File: config.mk
export PLATFORM = sky130hd
export DESIGN_NAME = hazard_ctrl_flat
export DESIGN_NICKNAME = d
export VERILOG_FILES = /design/src/rtl/hazard_ctrl_if.sv /design/src/rtl/hazard_ctrl.sv /design/src/flat_wrapper.sv
export SDC_FILE = /design/constraint.sdc
export NUM_CORES = 1
export LEC_CHECK = 0
export BUFFER_PORTS_ARGS = -buffer_cell sky130_fd_sc_hd__buf_2
export CAP_MARGIN = 20
export CELL_PAD_IN_SITES_DETAIL_PLACEMENT = 1
export CELL_PAD_IN_SITES_GLOBAL_PLACEMENT = 2
export CORE_MARGIN = 2
export CORE_UTILIZATION = 33
export DETAILED_ROUTE_END_ITERATION = 10
export GPL_TIMING_DRIVEN = 0
export PLACE_DENSITY = 0.8
export SLEW_MARGIN = 30
export SYNTH_ARGS = -nofsm -noshare
export SYNTH_HDL_FRONTEND = slang
export SYNTH_SLANG_ARGS = --single-unit
File: constraint.sdc
create_clock -name clk -period 3.1 [get_ports clk]
set_input_delay 0.62 -clock clk [delete_from_list [all_inputs] [get_ports clk]]
set_output_delay 0.62 -clock clk [all_outputs]
set_load 0.1 [all_outputs]
File: src/rtl/hazard_ctrl_if.sv
// hazard_ctrl_if: Decode/Execute hazard signals between the core pipeline
// (master) and the hazard controller (slave). Register indices are 5 bits.
// There is no valid/ready handshake: every input is sampled each cycle as
// the current Decode/Execute contents, md_done is a single-cycle pulse, and
// every output is a level that applies to the current cycle only.
interface hazard_ctrl_if;
   logic [4:0] rs1_d;
   logic [4:0] rs2_d;
   logic       rs1_used_d;
   logic       rs2_used_d;
   logic [4:0] rd_d;
   logic       regwrite_d;
   logic       memread_d;
   logic       pc_src_e;
   logic       md_start_e;
   logic       md_done;
   logic [1:0] fwd_a_e;
   logic [1:0] fwd_b_e;
   logic       stall_f;
   logic       stall_d;
   logic       flush_d;
   logic       flush_e;
   logic       md_busy;

   modport master (
      output rs1_d, rs2_d, rs1_used_d, rs2_used_d, rd_d, regwrite_d, memread_d,
      output pc_src_e, md_start_e, md_done,
      input  fwd_a_e, fwd_b_e, stall_f, stall_d, flush_d, flush_e, md_busy
   );

   modport slave (
      input  rs1_d, rs2_d, rs1_used_d, rs2_used_d, rd_d, regwrite_d, memread_d,
      input  pc_src_e, md_start_e, md_done,
      output fwd_a_e, fwd_b_e, stall_f, stall_d, flush_d, flush_e, md_busy
   );
endinterface

File: src/rtl/hazard_ctrl.sv
// hazard_ctrl: forwarding selects, load-use / RAW stalls, branch flushes and
// a two-state mul/div freeze FSM for the 5-stage core. A shadow pipeline of
// E/M/W destination state is kept locally.
// Build option: define HAZARD_FORWARD_EN to enable Execute forwarding with a
// load-use stall; without it forwarding is off and any RAW dependency on
// E/M/W stalls Decode instead.
module hazard_ctrl (
   input  logic clk,
   input  logic rst_n,
   hazard_ctrl_if.slave hz
);
   typedef enum logic {IDLE = 1'b0, MD_BUSY = 1'b1} md_state_t;

   md_state_t  state;
   logic       md_busy_q;

   logic [4:0] rs1_e, rs2_e, rd_e, rd_m, rd_w;
   logic       regwrite_e, regwrite_m, regwrite_w;
`ifdef HAZARD_FORWARD_EN
   logic       memread_e;
`endif

   logic       md_stall;
   logic       hazard_d;
   logic       stall_c, flush_d_c, flush_e_c;
   logic [1:0] fwd_a_c, fwd_b_c;

   assign md_stall = ((state == IDLE) && hz.md_start_e) ||
                     ((state == MD_BUSY) && !hz.md_done);

`ifdef HAZARD_FORWARD_EN
   // M result is younger than W, so it wins when both match.
   function automatic logic [1:0] fwd_sel(input logic [4:0] rs,
                                          input logic [4:0] rdm, input logic rwm,
                                          input logic [4:0] rdw, input logic rww);
      if (rwm && (rdm != 5'd0) && (rdm == rs))      return 2'b10;
      else if (rww && (rdw != 5'd0) && (rdw == rs)) return 2'b01;
      else                                          return 2'b00;
   endfunction

   assign fwd_a_c  = fwd_sel(rs1_e, rd_m, regwrite_m, rd_w, regwrite_w);
   assign fwd_b_c  = fwd_sel(rs2_e, rd_m, regwrite_m, rd_w, regwrite_w);
   assign hazard_d = memread_e && (rd_e != 5'd0) &&
                     ((hz.rs1_used_d && (hz.rs1_d == rd_e)) ||
                      (hz.rs2_used_d && (hz.rs2_d == rd_e)));
`else
   // A used, nonzero Decode source that any in-flight writer targets.
   function automatic logic raw_hit(input logic [4:0] rs, input logic used,
                                    input logic [4:0] rde, input logic rwe,
                                    input logic [4:0] rdm, input logic rwm,
                                    input logic [4:0] rdw, input logic rww);
      return used && (rs != 5'd0) &&
             ((rwe && (rde == rs)) || (rwm && (rdm == rs)) || (rww && (rdw == rs)));
   endfunction

   assign fwd_a_c  = 2'b00;
   assign fwd_b_c  = 2'b00;
   assign hazard_d = raw_hit(hz.rs1_d, hz.rs1_used_d, rd_e, regwrite_e,
                             rd_m, regwrite_m, rd_w, regwrite_w) ||
                     raw_hit(hz.rs2_d, hz.rs2_used_d, rd_e, regwrite_e,
                             rd_m, regwrite_m, rd_w, regwrite_w);
`endif

   // Prioritise branch flush over the MD freeze over the data-hazard stall.
   always_comb begin
      stall_c   = 1'b0;
      flush_d_c = 1'b0;
      flush_e_c = 1'b0;
      if (hz.pc_src_e) begin
         flush_d_c = 1'b1;
         flush_e_c = 1'b1;
      end else if (md_stall) begin
         stall_c = 1'b1;
      end else if (hazard_d) begin
         stall_c   = 1'b1;
         flush_e_c = 1'b1;
      end
   end

   // Outputs are forced quiet while reset is held, regardless of inputs.
   assign hz.fwd_a_e = rst_n ? fwd_a_c : 2'b00;
   assign hz.fwd_b_e = rst_n ? fwd_b_c : 2'b00;
   assign hz.stall_f = rst_n & stall_c;
   assign hz.stall_d = rst_n & stall_c;
   assign hz.flush_d = rst_n & flush_d_c;
   assign hz.flush_e = rst_n & flush_e_c;
   assign hz.md_busy = md_busy_q;

   // MD freeze FSM; md_busy_q is a registered copy of (state == MD_BUSY).
   always_ff @(posedge clk or negedge rst_n) begin
      if (!rst_n) begin
         state     <= IDLE;
         md_busy_q <= 1'b0;
      end else begin
         case (state)
            IDLE: begin
               if (hz.md_start_e) begin
                  state     <= MD_BUSY;
                  md_busy_q <= 1'b1;
               end
            end
            MD_BUSY: begin
               if (hz.md_done) begin
                  state     <= IDLE;
                  md_busy_q <= 1'b0;
               end
            end
            default: begin
               state     <= IDLE;
               md_busy_q <= 1'b0;
            end
         endcase
      end
   end

   // Shadow E/M/W: E bubbles on flush, holds during the MD freeze; M bubbles
   // while frozen so the held E instruction is not duplicated downstream.
   always_ff @(posedge clk or negedge rst_n) begin
      if (!rst_n) begin
         rs1_e      <= 5'd0;
         rs2_e      <= 5'd0;
         rd_e       <= 5'd0;
         regwrite_e <= 1'b0;
`ifdef HAZARD_FORWARD_EN
         memread_e  <= 1'b0;
`endif
         rd_m       <= 5'd0;
         regwrite_m <= 1'b0;
         rd_w       <= 5'd0;
         regwrite_w <= 1'b0;
      end else begin
         if (flush_e_c) begin
            rs1_e      <= 5'd0;
            rs2_e      <= 5'd0;
            rd_e       <= 5'd0;
            regwrite_e <= 1'b0;
`ifdef HAZARD_FORWARD_EN
            memread_e  <= 1'b0;
`endif
         end else if (!md_stall) begin
            rs1_e      <= hz.rs1_d;
            rs2_e      <= hz.rs2_d;
            rd_e       <= hz.rd_d;
            regwrite_e <= hz.regwrite_d;
`ifdef HAZARD_FORWARD_EN
            memread_e  <= hz.memread_d;
`endif
         end
         if (md_stall) begin
            rd_m       <= 5'd0;
            regwrite_m <= 1'b0;
         end else begin
            rd_m       <= rd_e;
            regwrite_m <= regwrite_e;
         end
         rd_w       <= rd_m;
         regwrite_w <= regwrite_m;
      end
   end
endmodule

File: src/flat_wrapper.sv
// flat-port wrapper written by rule: the top's interface ports become plain ports
module hazard_ctrl_flat 
  (clk, rst_n, hz_rs1_d, hz_rs2_d, hz_rs1_used_d, hz_rs2_used_d, hz_rd_d, hz_regwrite_d, hz_memread_d, hz_pc_src_e, hz_md_start_e, hz_md_done, hz_fwd_a_e, hz_fwd_b_e, hz_stall_f, hz_stall_d, hz_flush_d, hz_flush_e, hz_md_busy);
  hazard_ctrl_if hz_i ();
  input  logic clk;
  input  logic rst_n;
  input wire logic [$bits(hz_i.rs1_d)-1:0] hz_rs1_d;
  input wire logic [$bits(hz_i.rs2_d)-1:0] hz_rs2_d;
  input wire logic [$bits(hz_i.rs1_used_d)-1:0] hz_rs1_used_d;
  input wire logic [$bits(hz_i.rs2_used_d)-1:0] hz_rs2_used_d;
  input wire logic [$bits(hz_i.rd_d)-1:0] hz_rd_d;
  input wire logic [$bits(hz_i.regwrite_d)-1:0] hz_regwrite_d;
  input wire logic [$bits(hz_i.memread_d)-1:0] hz_memread_d;
  input wire logic [$bits(hz_i.pc_src_e)-1:0] hz_pc_src_e;
  input wire logic [$bits(hz_i.md_start_e)-1:0] hz_md_start_e;
  input wire logic [$bits(hz_i.md_done)-1:0] hz_md_done;
  output wire logic [$bits(hz_i.fwd_a_e)-1:0] hz_fwd_a_e;
  output wire logic [$bits(hz_i.fwd_b_e)-1:0] hz_fwd_b_e;
  output wire logic [$bits(hz_i.stall_f)-1:0] hz_stall_f;
  output wire logic [$bits(hz_i.stall_d)-1:0] hz_stall_d;
  output wire logic [$bits(hz_i.flush_d)-1:0] hz_flush_d;
  output wire logic [$bits(hz_i.flush_e)-1:0] hz_flush_e;
  output wire logic [$bits(hz_i.md_busy)-1:0] hz_md_busy;
  assign hz_i.rs1_d = hz_rs1_d;
  assign hz_i.rs2_d = hz_rs2_d;
  assign hz_i.rs1_used_d = hz_rs1_used_d;
  assign hz_i.rs2_used_d = hz_rs2_used_d;
  assign hz_i.rd_d = hz_rd_d;
  assign hz_i.regwrite_d = hz_regwrite_d;
  assign hz_i.memread_d = hz_memread_d;
  assign hz_i.pc_src_e = hz_pc_src_e;
  assign hz_i.md_start_e = hz_md_start_e;
  assign hz_i.md_done = hz_md_done;
  assign hz_fwd_a_e = hz_i.fwd_a_e;
  assign hz_fwd_b_e = hz_i.fwd_b_e;
  assign hz_stall_f = hz_i.stall_f;
  assign hz_stall_d = hz_i.stall_d;
  assign hz_flush_d = hz_i.flush_d;
  assign hz_flush_e = hz_i.flush_e;
  assign hz_md_busy = hz_i.md_busy;
  hazard_ctrl u_core (.clk(clk), .rst_n(rst_n), .hz(hz_i));
endmodule
# Word level (Yosys, flattened, before mapping)

Cells that the tools add are included.

Register bits: 20
Input bits: 24
Output and inout port bits: 9
Word-level logic and storage cells: 61

Eq/ne operators: 9
Mux-type cells: 18
Bitwise logic cells: 4
Reductions and logical operators: 22

Operators by type and width:

| operator             | count |
|---|---|
| $eq A5 B5 Y1         | 6 |
| $mux W5              | 3 |
| $mux W1              | 13 |
| $logic_and A1 B1 Y1  | 12 |
| $reduce_bool A5 Y1   | 2 |
| $logic_or A1 B1 Y1   | 6 |
| $ne A2 B2 Y1 const B | 3 |
| $pmux W1 S2          | 2 |
| $and A1 B1 Y1        | 3 |
| $reduce_and A2 Y1    | 1 |
| $logic_not A1 Y1     | 1 |
| $not A1 Y1           | 1 |

# Depth between registers and ports, before layout

Gate-level depths: netlist (run 1).

Depth in word-level cells: 10
Mapped depth: 7
Depth with buffers taken out: 6

# Least setup slack after synthesis (run 1)

OpenSTA, ideal clock, no wires.

Kind: input port to output port
From: input hz_pc_src_e
To: output hz_flush_e
Arrival time: 2.460 ns
Required time: 2.480 ns
Setup slack: 0.020 ns
Stages on the path: 3
Buffers on the path: 1
Cells stage by stage: clkbuf_1 -> and2_1 -> a31o_1

Word-level cells in the longest chain between the ends: 2

RTL lines:

| item          | RTL line           | source |
|---|---|---|
| from (decl)   | flat_wrapper.sv:14 | `input wire logic [$bits(hz_i.pc_src_e)-1:0] hz_pc_src_e;` |
| $mux W1       | hazard_ctrl.sv:69  | `if (hz.pc_src_e) begin` |
| $and A1 B1 Y1 | hazard_ctrl.sv:86  | `assign hz.flush_e = rst_n & flush_e_c;` |
| to (decl)     | flat_wrapper.sv:22 | `output wire logic [$bits(hz_i.flush_e)-1:0] hz_flush_e;` |

No other way between the ends.

# Worst setup path in the final report (run 1)

From: input hz_rs1_d[0]
To: output hz_flush_e

Word-level cells in the longest chain between the ends: 10
Elaborated cells on any way between the ends: 16
Classes of those cells: eq/ne: 3; mux: 3; bitwise: 1; reduce/logical: 9

RTL lines:

| item                             | RTL line          | source |
|---|---|---|
| from (decl)                      | flat_wrapper.sv:7 | `input wire logic [$bits(hz_i.rs1_d)-1:0] hz_rs1_d;` |
| $eq A5 B5 Y1                     | hazard_ctrl.sv:53 | `((rwe && (rde == rs)) \|\| (rwm && (rdm == rs)) \|\| (rww && (rdw == rs)));` |
| $logic_and A1 B1 Y1              | hazard_ctrl.sv:53 |  |
| $logic_or A1 B1 Y1 (2 in series) | hazard_ctrl.sv:53 |  |
| $logic_and A1 B1 Y1 *            | hazard_ctrl.sv:52 | `return used && (rs != 5'd0) &&` |
| $logic_or A1 B1 Y1 *             | hazard_ctrl.sv:59 | `rd_m, regwrite_m, rd_w, regwrite_w) \|\|` |
| $mux W1 *                        | hazard_ctrl.sv:74 | `end else if (hazard_d) begin` |
| $mux W1 *                        | hazard_ctrl.sv:72 | `end else if (md_stall) begin` |
| $mux W1 *                        | hazard_ctrl.sv:69 |  |
| $and A1 B1 Y1 *                  | hazard_ctrl.sv:86 |  |

Mark *: on every way between the ends. The rest lies on a longest branch, timed or not.

==> results of run 1 <==
## cell type report
type	instances	area [um^2]	area share, %
flip-flops and latches	20	500	36.3
multi-input cells	77	568	41.2
plain buffers	8	56.3	4.09
well taps	46	57.6	4.18
clock buffers	3	22.5	1.63
repair buffers	26	139	10.1
inverters	9	33.8	2.45
## per-stage QoR
stage          cell area [um^2]  power (mW)  util (%)  hold slack [ns]
2_1_floorplan              1130       0.418         -            0.324
3_3_place_gp               1320       0.464      39.9            0.386
3_5_place_dp               1320       0.469      39.9            0.397
4_1_cts                    1360       0.592      41.0            0.287
5_1_grt                    1380       0.623      41.6            0.296
6_report                   1380       0.585      41.6            0.277
## worst max-delay path, stage by stage
cell     delay [ns]
buf_2          0.14
xor2_1         0.19
nor4_2         0.36
nand3_1        0.15
a31oi_2        0.25
or2_1          0.16
buf_6          0.12
a31o_1         0.16
buf_6          0.22
## path summary, 6_finish.rpt
kind | startpoint | slack, ns | to | depth (start not counted)
max | hz_rs1_d[0] | 0.1 | hz_flush_e | 9
min | rst_n | 0.28 | u_core.rd_e[3] | 1
max reg2reg | u_core.rd_m[2] | 1.23 | u_core.rd_e[2] | 7
min reg2reg | u_core.regwrite_m | 0.42 | u_core.regwrite_w | 0
max in group asynchronous | rst_n | 2.48 | u_core.state | 1
min in group clk | u_core.regwrite_m | 0.42 | u_core.regwrite_w | 0
## cells by family (layout without fill, tap and decap cells)
group	after synthesis	after routing	share of synthesized area, %
XOR/XNOR	30	30	23.4
AND/OR/NAND/NOR	29	29	13.5
flip-flops	20	20	44.6
buffers and inverters	17	46	8.03
AO/OA/AOI/OAI	13	13	9.25
other	1	4	0.334
multiplexers	1	1	0.892
## where the power goes
group	total (mW)	switching [mW]	internal, mW
clock network	0.118	0.0728	0.0451
logic	0.171	0.118	0.0521
registers	0.297	0.0181	0.279
## flip-flops by register name (all words and copies together), names as in the netlist
register,flops
u_core.regwrite_e,1
u_core.state,1
u_core.rd_w,5
u_core.regwrite_m,1
u_core.rd_m,5
u_core.hz.md_busy,1
u_core.regwrite_w,1
u_core.rd_e,5
## cells in the final DEF (no fill, tap or decap)
master     instances
clkinv_1           1
nor4_2             2
o21ai_1            2
or2_1              1
dfrtp_1           20
xor2_1            24
o311a_2            1
clkbuf_4           3
or4_1              2
a31oi_2            2
clkbuf_1           2
inv_1              8
mux2i_1            1
o32ai_1            6
and2_1             1
xnor2_1            6
nor4_1             4
buf_6              2
buf_4              6
o2bb2ai_1          1
a31o_1             1
buf_2             24
nor2_1             7
nand3_1           12
conb_1             4
## metal layers
metal  vias to the layer above  track usage (%)  routed length (um)
li1                        442                -                   -
met1                       434             18.8                1220
met2                        31             27.6                1390
met3                         0             3.08                 162
met4                         0             2.50                   0
met5                         -                0                   0
## timing repair
action | in CTS | in global routing
resized for setup | 4 | 3
hold buffers | 0 | 0
buffers inserted | 0 | 0
endpoints found under the setup margin | 3 | 1
==> impl_metrics.tcl, run 1 <==
set metrics [dict create \
    status "complete, no violations" \
    io_pins 33 \
    grt_usage_pct 15.2 \
    setup_viol 0 \
    path_clk_slew_ns 0.11 \
    final-hold-violation-count 0 \
    drc 0 \
    ys_warn_count 0 \
    period_minus_slack_ns 3.00 \
    worstPathArrival_ns 2.38 \
    dp_slack_ns -0.254 \
    min_period_over_period_pct 96.9 \
    fp-row-count 21 \
    synth.area.top_cells "dfrtp_1, xor2_1, nand3_1, o32ai_1, xnor2_1" \
    synth_area_mm2 0.00112 \
    leakagePower_nw 0.666 \
    wire_per_inst_um 14.7 \
    syn_avg_cell_area_um2 10.1 \
    synth_top_area_share_pct 44.6 \
    antenna_found_initial 0 \
    async_flop_share_pct 100 \
    drive_gt1_share_pct 28.0 \
    cts_max_level 1 \
    power.density_mw_per_mm2 425 \
    seq_area_frac_synth_pct 44.6 \
    die_h_um 62.3 \
    gp_congestion 0.765 \
    fill_cells 396 \
    ys_types 22 \
    critPathKind "in2out" \
    drt_iter0_drc 19 \
    drv_cap 0 \
    grt_pass1_wl_mm 4.72 \
    synth_largest_area_cell "dfrtp_1" \
    ys.flop_type "dfrtp_1" \
    numPortBuffers 26 \
    syn_to_final_growth_pct 22.7 \
    setup_tns_ns 0 \
    hpwl_mm 2.22 \
    gr-total-overflow 0 \
    antenna_left 0 \
    cts_buffer_depth 2 \
    slew_violations 0 \
    die_area_mm2 0.00388 \
    cts_buffers 3 \
    fmax_ghz 0.333 \
    rsz0062_at_grt "false" \
    setup.worst_path.end_class "primary output" \
    wirelength_mm 2.78 \
    coreArea_mm2 0.00331 \
    hold_path.class "in2async" \
    dr_total_vias 907 \
    cp-start-kind "input port" \
    synth_edf_count 0 \
    fin_skew_ns 0.00589 \
    ys_top_cells_by_count "xor2_1, dfrtp_1, nand3_1" \
    viasPerCell 4.80 \
    cp.required_ns 2.48 \
    synth-seq-cells 20 \
    dp.cells 186 \
    clkLatencyLatePin_ns 0.29 \
    start_util_pct 33.9 \
    first_pass_iters 4 \
    cts_tree "yes" \
    grt_max_degree 24 \
    grt_pass1_vias 982 \
    cp_max_fo 7 \
    synth_most_common_cell "xor2_1" \
    cts-root-buf "clkbuf_4" \
    diodes 0 \
    timing.final.ws_setup_ns 0.0952 \
    ir_drop_uv 166 \
    final_nets 169 \
    syn_inst 111 \
    die_x_um 62.3 \
    stdcell_count 189 \
    cts_sinks 20 \
]
No activity file was read; power rests on OpenSTA's default activity.
==> inputs of run 2 (changes only) <==
Settings changed: CELL_PAD_IN_SITES_DETAIL_PLACEMENT 1 to not set, CELL_PAD_IN_SITES_GLOBAL_PLACEMENT 2 to not set, CORE_UTILIZATION 33 to 40, PLACE_DENSITY 0.8 to not set.
==> impl_metrics.tcl, run 2 (synthesis results as in run 1) <==
set metrics [dict create \
    cts_buffer_depth 2 \
    swShare_pct 35.4 \
    numPortBuffers 26 \
    drv_cap 0 \
    r2r_setup_slack_ns 1.32 \
    final_nets 169 \
    grt_pass1_vias 919 \
    cts_buffers 3 \
    hpwl_mm 1.89 \
    io_pins 33 \
    cts_max_level 1 \
    cts-root-buf "clkbuf_4" \
    fmax_ghz 0.334 \
    antenna_found_initial 0 \
    grt_max_degree 24 \
    fill_cells 257 \
    viasPerCell 5.09 \
    grt_pass1_wl_mm 4.07 \
    p_clk_share_pct 20.6 \
    ctsHoldBuffers 0 \
    final_cell_mix "buf_2, xor2_1, dfrtp_1, nand3_1, inv_1" \
    min_period_over_period_pct 96.6 \
    net-switching-power_mw 0.205 \
    cp_max_fo 7 \
    first_pass_iters 4 \
    grt_usage_pct 16.4 \
    r2r-start "u_core.rd_m[0]" \
    setup_tns_ns 0 \
    worstReg2RegEnd "u_core.rd_e[4]" \
    period_minus_slack_ns 2.99 \
    rsz0062_at_grt "false" \
    diodes 0 \
    reg2reg_depth 7 \
    dp_slack_ns 0.0204 \
    dp.cells 171 \
    fin_skew_ns 0.00322 \
    drc 0 \
    cts-resized-gates 0 \
    internal-power_mw 0.374 \
    cts_tree "yes" \
    die_area_mm2 0.00325 \
    die_x_um 57.0 \
    grt_use_met2_pct 26.1 \
    met1_usage_pct 21.3 \
    power.density_mw_per_mm2 437 \
    cp-start-kind "input port" \
    critPathKind "in2out" \
    hold_path.class "in2async" \
    die_h_um 57.0 \
    wirelength_mm 2.39 \
    grt.met3_usage_pct 2.49 \
    setup.worst_path.end_class "primary output" \
    cp.required_ns 2.48 \
    antenna_left 0 \
    fp-row-count 19 \
    top_regs "u_core.rd_e: 5 flops, u_core.rd_m: 5 flops, u_core.rd_w: 5 flops" \
    final-hold-violation-count 0 \
    cts_sinks 20 \
    syn_to_final_growth_pct 18.3 \
    cts_setup_buffers 0 \
    gr-total-overflow 0 \
    timing.final.ws_setup_ns 0.106 \
    clkLatencyLatePin_ns 0.29 \
    ir_drop_uv 263 \
    drt_iter0_drc 18 \
    p_comb_share_pct 28.4 \
    grt-busiest-layer "met2" \
    coreArea_mm2 0.00271 \
    path_clk_slew_ns 0.10 \
    dr_total_vias 886 \
    worstPathArrival_ns 2.37 \
    layout_commonest_cell "buf_2" \
    slew_violations 0 \
    start_util_pct 41.4 \
    leakagePower_nw 0.664 \
    gp_congestion 0.834 \
    wire_per_inst_um 13.7 \
    seqPwrFrac_pct 51.1 \
    setup_viol 0 \
    stdcell_count 174 \
    drive_gt1_share_pct 25.2 \
    power_mw 0.580 \
    status "complete, no violations" \
]
==> run 2: cell count changes in the layout (fill, tap and decap cells not counted) <==
| cell | delta |
|---|---|
| a31oi_1 | +2 |
| a31oi_2 | -2 |
| buf_2 | +1 |
| buf_4 | -1 |
| buf_6 | -1 |
| clkbuf_4 | +1 |
| nor4_1 | +2 |
| nor4_2 | -2 |
==> run 2: through the flow <==
stage / hold WS [ns] / utilization, % / area (um^2)
after floorplan: 0.324 / - / 1130
after CTS: 0.275 / 48.9 / 1330
after global routing: 0.288 / 49.0 / 1330
final: 0.267 / 49.0 / 1330
after detailed placement: 0.389 / 48.1 / 1300
after global placement: 0.387 / 48.1 / 1300
==> run 2: power groups by stage <==
stage | registers [mW] | clock network (mW) | logic (mW)
finish | 0.296 | 0.119 | 0.164
global route | 0.299 | 0.134 | 0.180
CTS | 0.296 | 0.124 | 0.165
detailed placement | 0.301 | 0 | 0.165
global placement | 0.300 | 0 | 0.162
floorplan | 0.313 | 0 | 0.105
==> run 2: area by class of cell <==
class	instances	area [um^2]	share of cell area, %
buffer	8	56.3	4.24
clock buffer	3	22.5	1.70
inverter	9	33.8	2.54
multi-input combinational	77	543	40.9
sequential	20	500	37.7
tap	31	38.8	2.92
timing repair buffer	26	133	9.99
==> run 2: worst max path at each step <==
stage                           start          to  slack (ns)  depth (start not counted)
after floorplan           hz_pc_src_e  hz_flush_e        0.02                          3
final                     hz_rs2_d[0]  hz_flush_e        0.11                          8
after CTS                 hz_rs1_d[2]  hz_flush_e        0.01                          9
after detailed placement  hz_rs1_d[2]  hz_flush_e        0.02                          9
after global placement    hz_rs1_d[2]  hz_flush_e        0.02                          9
after global routing      hz_rs1_d[3]  hz_flush_e        0.02                          9
==> run 2: per-layer routing <==
| layer | share of wire [%] | wire, um | vias to the layer above |
|---|---|---|---|
| met5 | 0 | 0 | - |
| li1 | - | - | 441 |
| met1 | 45 | 1080 | 397 |
| met2 | 45 | 1070 | 40 |
| met3 | 7.0 | 167 | 8 |
| met4 | 2.7 | 65 | 0 |
==> run 2: worst max-delay path, stage by stage <==
cell and delay, ns:
buf_2 0.14, or4_1 0.53, o21ai_1 0.15, a31oi_1 0.08, or2_1 0.24, buf_6 0.14, a31o_1 0.20, clkbuf_4 0.27
==> inputs of run 3 (changes only) <==
Settings changed: RECOVER_POWER set to 100.
==> impl_metrics.tcl, run 3 (synthesis results as in run 1) <==
set metrics [dict create \
    reg2reg_depth 7 \
    die_x_um 57.0 \
    slowest_stage "or4_1" \
    viasPerCell 5.09 \
    drive_gt1_share_pct 23.8 \
    drt_iter0_drc 18 \
    worstReg2RegEnd "u_core.rd_e[4]" \
    r2r_setup_slack_ns 1.32 \
    final_core_util_pct 48.9 \
    fmax_ghz 0.334 \
    power.density_mw_per_mm2 437 \
    grt_max_degree 24 \
    die_area_mm2 0.00325 \
    cp-start-kind "input port" \
    r2r-start "u_core.rd_m[0]" \
    ir_drop_uv 263 \
    wirelength_mm 2.38 \
    cts_tree "yes" \
    clkLatencyLatePin_ns 0.29 \
    path_clk_slew_ns 0.10 \
    grt_pass1_wl_mm 4.07 \
    slowest_delay_ns 0.53 \
    final_cell_mix "xor2_1, buf_2, dfrtp_1, nand3_1, inv_1" \
    cts-root-buf "clkbuf_4" \
    rsz0062_at_grt "false" \
    grt_pass1_vias 919 \
    dp_slack_ns 0.0204 \
    worstMarginPinSlew_ns 1.16 \
    critPathKind "in2out" \
    min_period_over_period_pct 96.6 \
    leakagePower_nw 0.656 \
    cp_cell_sequence "buf_2, or4_1, o21ai_1, a31oi_1, or2_1, buf_6, a31o_1, clkbuf_4" \
    worstPathArrival_ns 2.37 \
    dr_total_vias 886 \
    power_mw 0.579 \
    layout_commonest_cell "xor2_1" \
    status "complete, no violations" \
    ctsHoldBuffers 0 \
    gp_congestion 0.834 \
    final-hold-violation-count 0 \
    crit_start "hz_rs2_d[0]" \
    cts_buffer_depth 2 \
    syn_to_final_growth_pct 18.1 \
    period_minus_slack_ns 2.99 \
    die_h_um 57.0 \
    fp-row-count 19 \
    cts-resized-gates 0 \
    antenna_found_initial 0 \
    drc 0 \
    cts_max_level 1 \
    numPortBuffers 26 \
    drv_cap 0 \
    diodes 0 \
    cts_sinks 20 \
    grt_usage_pct 16.4 \
    cts_buffers 3 \
    cp-endpoint "hz_flush_e" \
    start_util_pct 41.4 \
    cp.required_ns 2.48 \
    setup_viol 0 \
    wire_per_inst_um 13.7 \
    cts_setup_buffers 0 \
    setup.worst_path.end_class "primary output" \
    fin_skew_ns 0.00322 \
    first_pass_iters 4 \
    slew_violations 0 \
    hold_path.class "in2async" \
    timing.final.ws_setup_ns 0.106 \
    coreArea_mm2 0.00271 \
    cp_max_fo 7 \
    top_regs "u_core.rd_e: 5 flops, u_core.rd_m: 5 flops, u_core.rd_w: 5 flops" \
    max_slew_margin_pct 23.1 \
    io_pins 33 \
    gr-total-overflow 0 \
    antenna_left 0 \
    setup_tns_ns 0 \
    hpwl_mm 1.89 \
    final_nets 169 \
]
==> run 3: layer usage <==
metal / GRT usage [%] / share of wire [%]
met3: 2.49 / 7.1
met2: 26.1 / 45
met1: 21.3 / 45
met4: 9.63 / 2.7
met5: 0 / 0
==> run 3: metrics by stage <==
| step | std cells | hold WS (ns) | instance area, um^2 |
|---|---|---|---|
| 4_1_cts | 174 | 0.275 | 1330 |
| 5_1_grt | 174 | 0.288 | 1330 |
| 3_5_place_dp | 171 | 0.389 | 1300 |
| 2_1_floorplan | 114 | 0.324 | 1130 |
| 6_report | 174 | 0.267 | 1330 |
| 3_3_place_gp | 171 | 0.387 | 1300 |
==> run 3: report_power, final <==
group / total [mW] / switching (mW) / internal, mW / leakage [nW]
Combinational: 0.164 / 0.114 / 0.0495 / 0.376
Sequential: 0.296 / 0.0173 / 0.279 / 0.267
Clock: 0.119 / 0.0740 / 0.0453 / 0.0138
==> run 3: worst min-delay path by stage <==
| stage | end | slack, ns | from |
|---|---|---|---|
| after CTS | u_core.rd_e[3] | 0.28 | rst_n |
| final | u_core.rd_e[3] | 0.27 | rst_n |
| after detailed placement | u_core.regwrite_w | 0.39 | u_core.regwrite_m |
| after floorplan | u_core.hz.md_busy | 0.32 | rst_n |
| after global routing | u_core.rd_e[0] | 0.29 | rst_n |
| after global placement | u_core.regwrite_w | 0.39 | u_core.regwrite_m |
==> run 3: cell type report <==
cell class / count / area, um^2
multi-input cells: 77 / 543
clock buffers: 3 / 22.5
well taps: 31 / 38.8
plain buffers: 8 / 56.3
repair buffers: 26 / 130
flip-flops and latches: 20 / 500
fillers: 258 / 1390
inverters: 9 / 33.8
==> run 3: worst max-delay path: cells and delay by family <==
kind            cells  cell delay (ns)
compound gates      3             0.43
simple gates        2             0.77
buf+inv             3             0.55
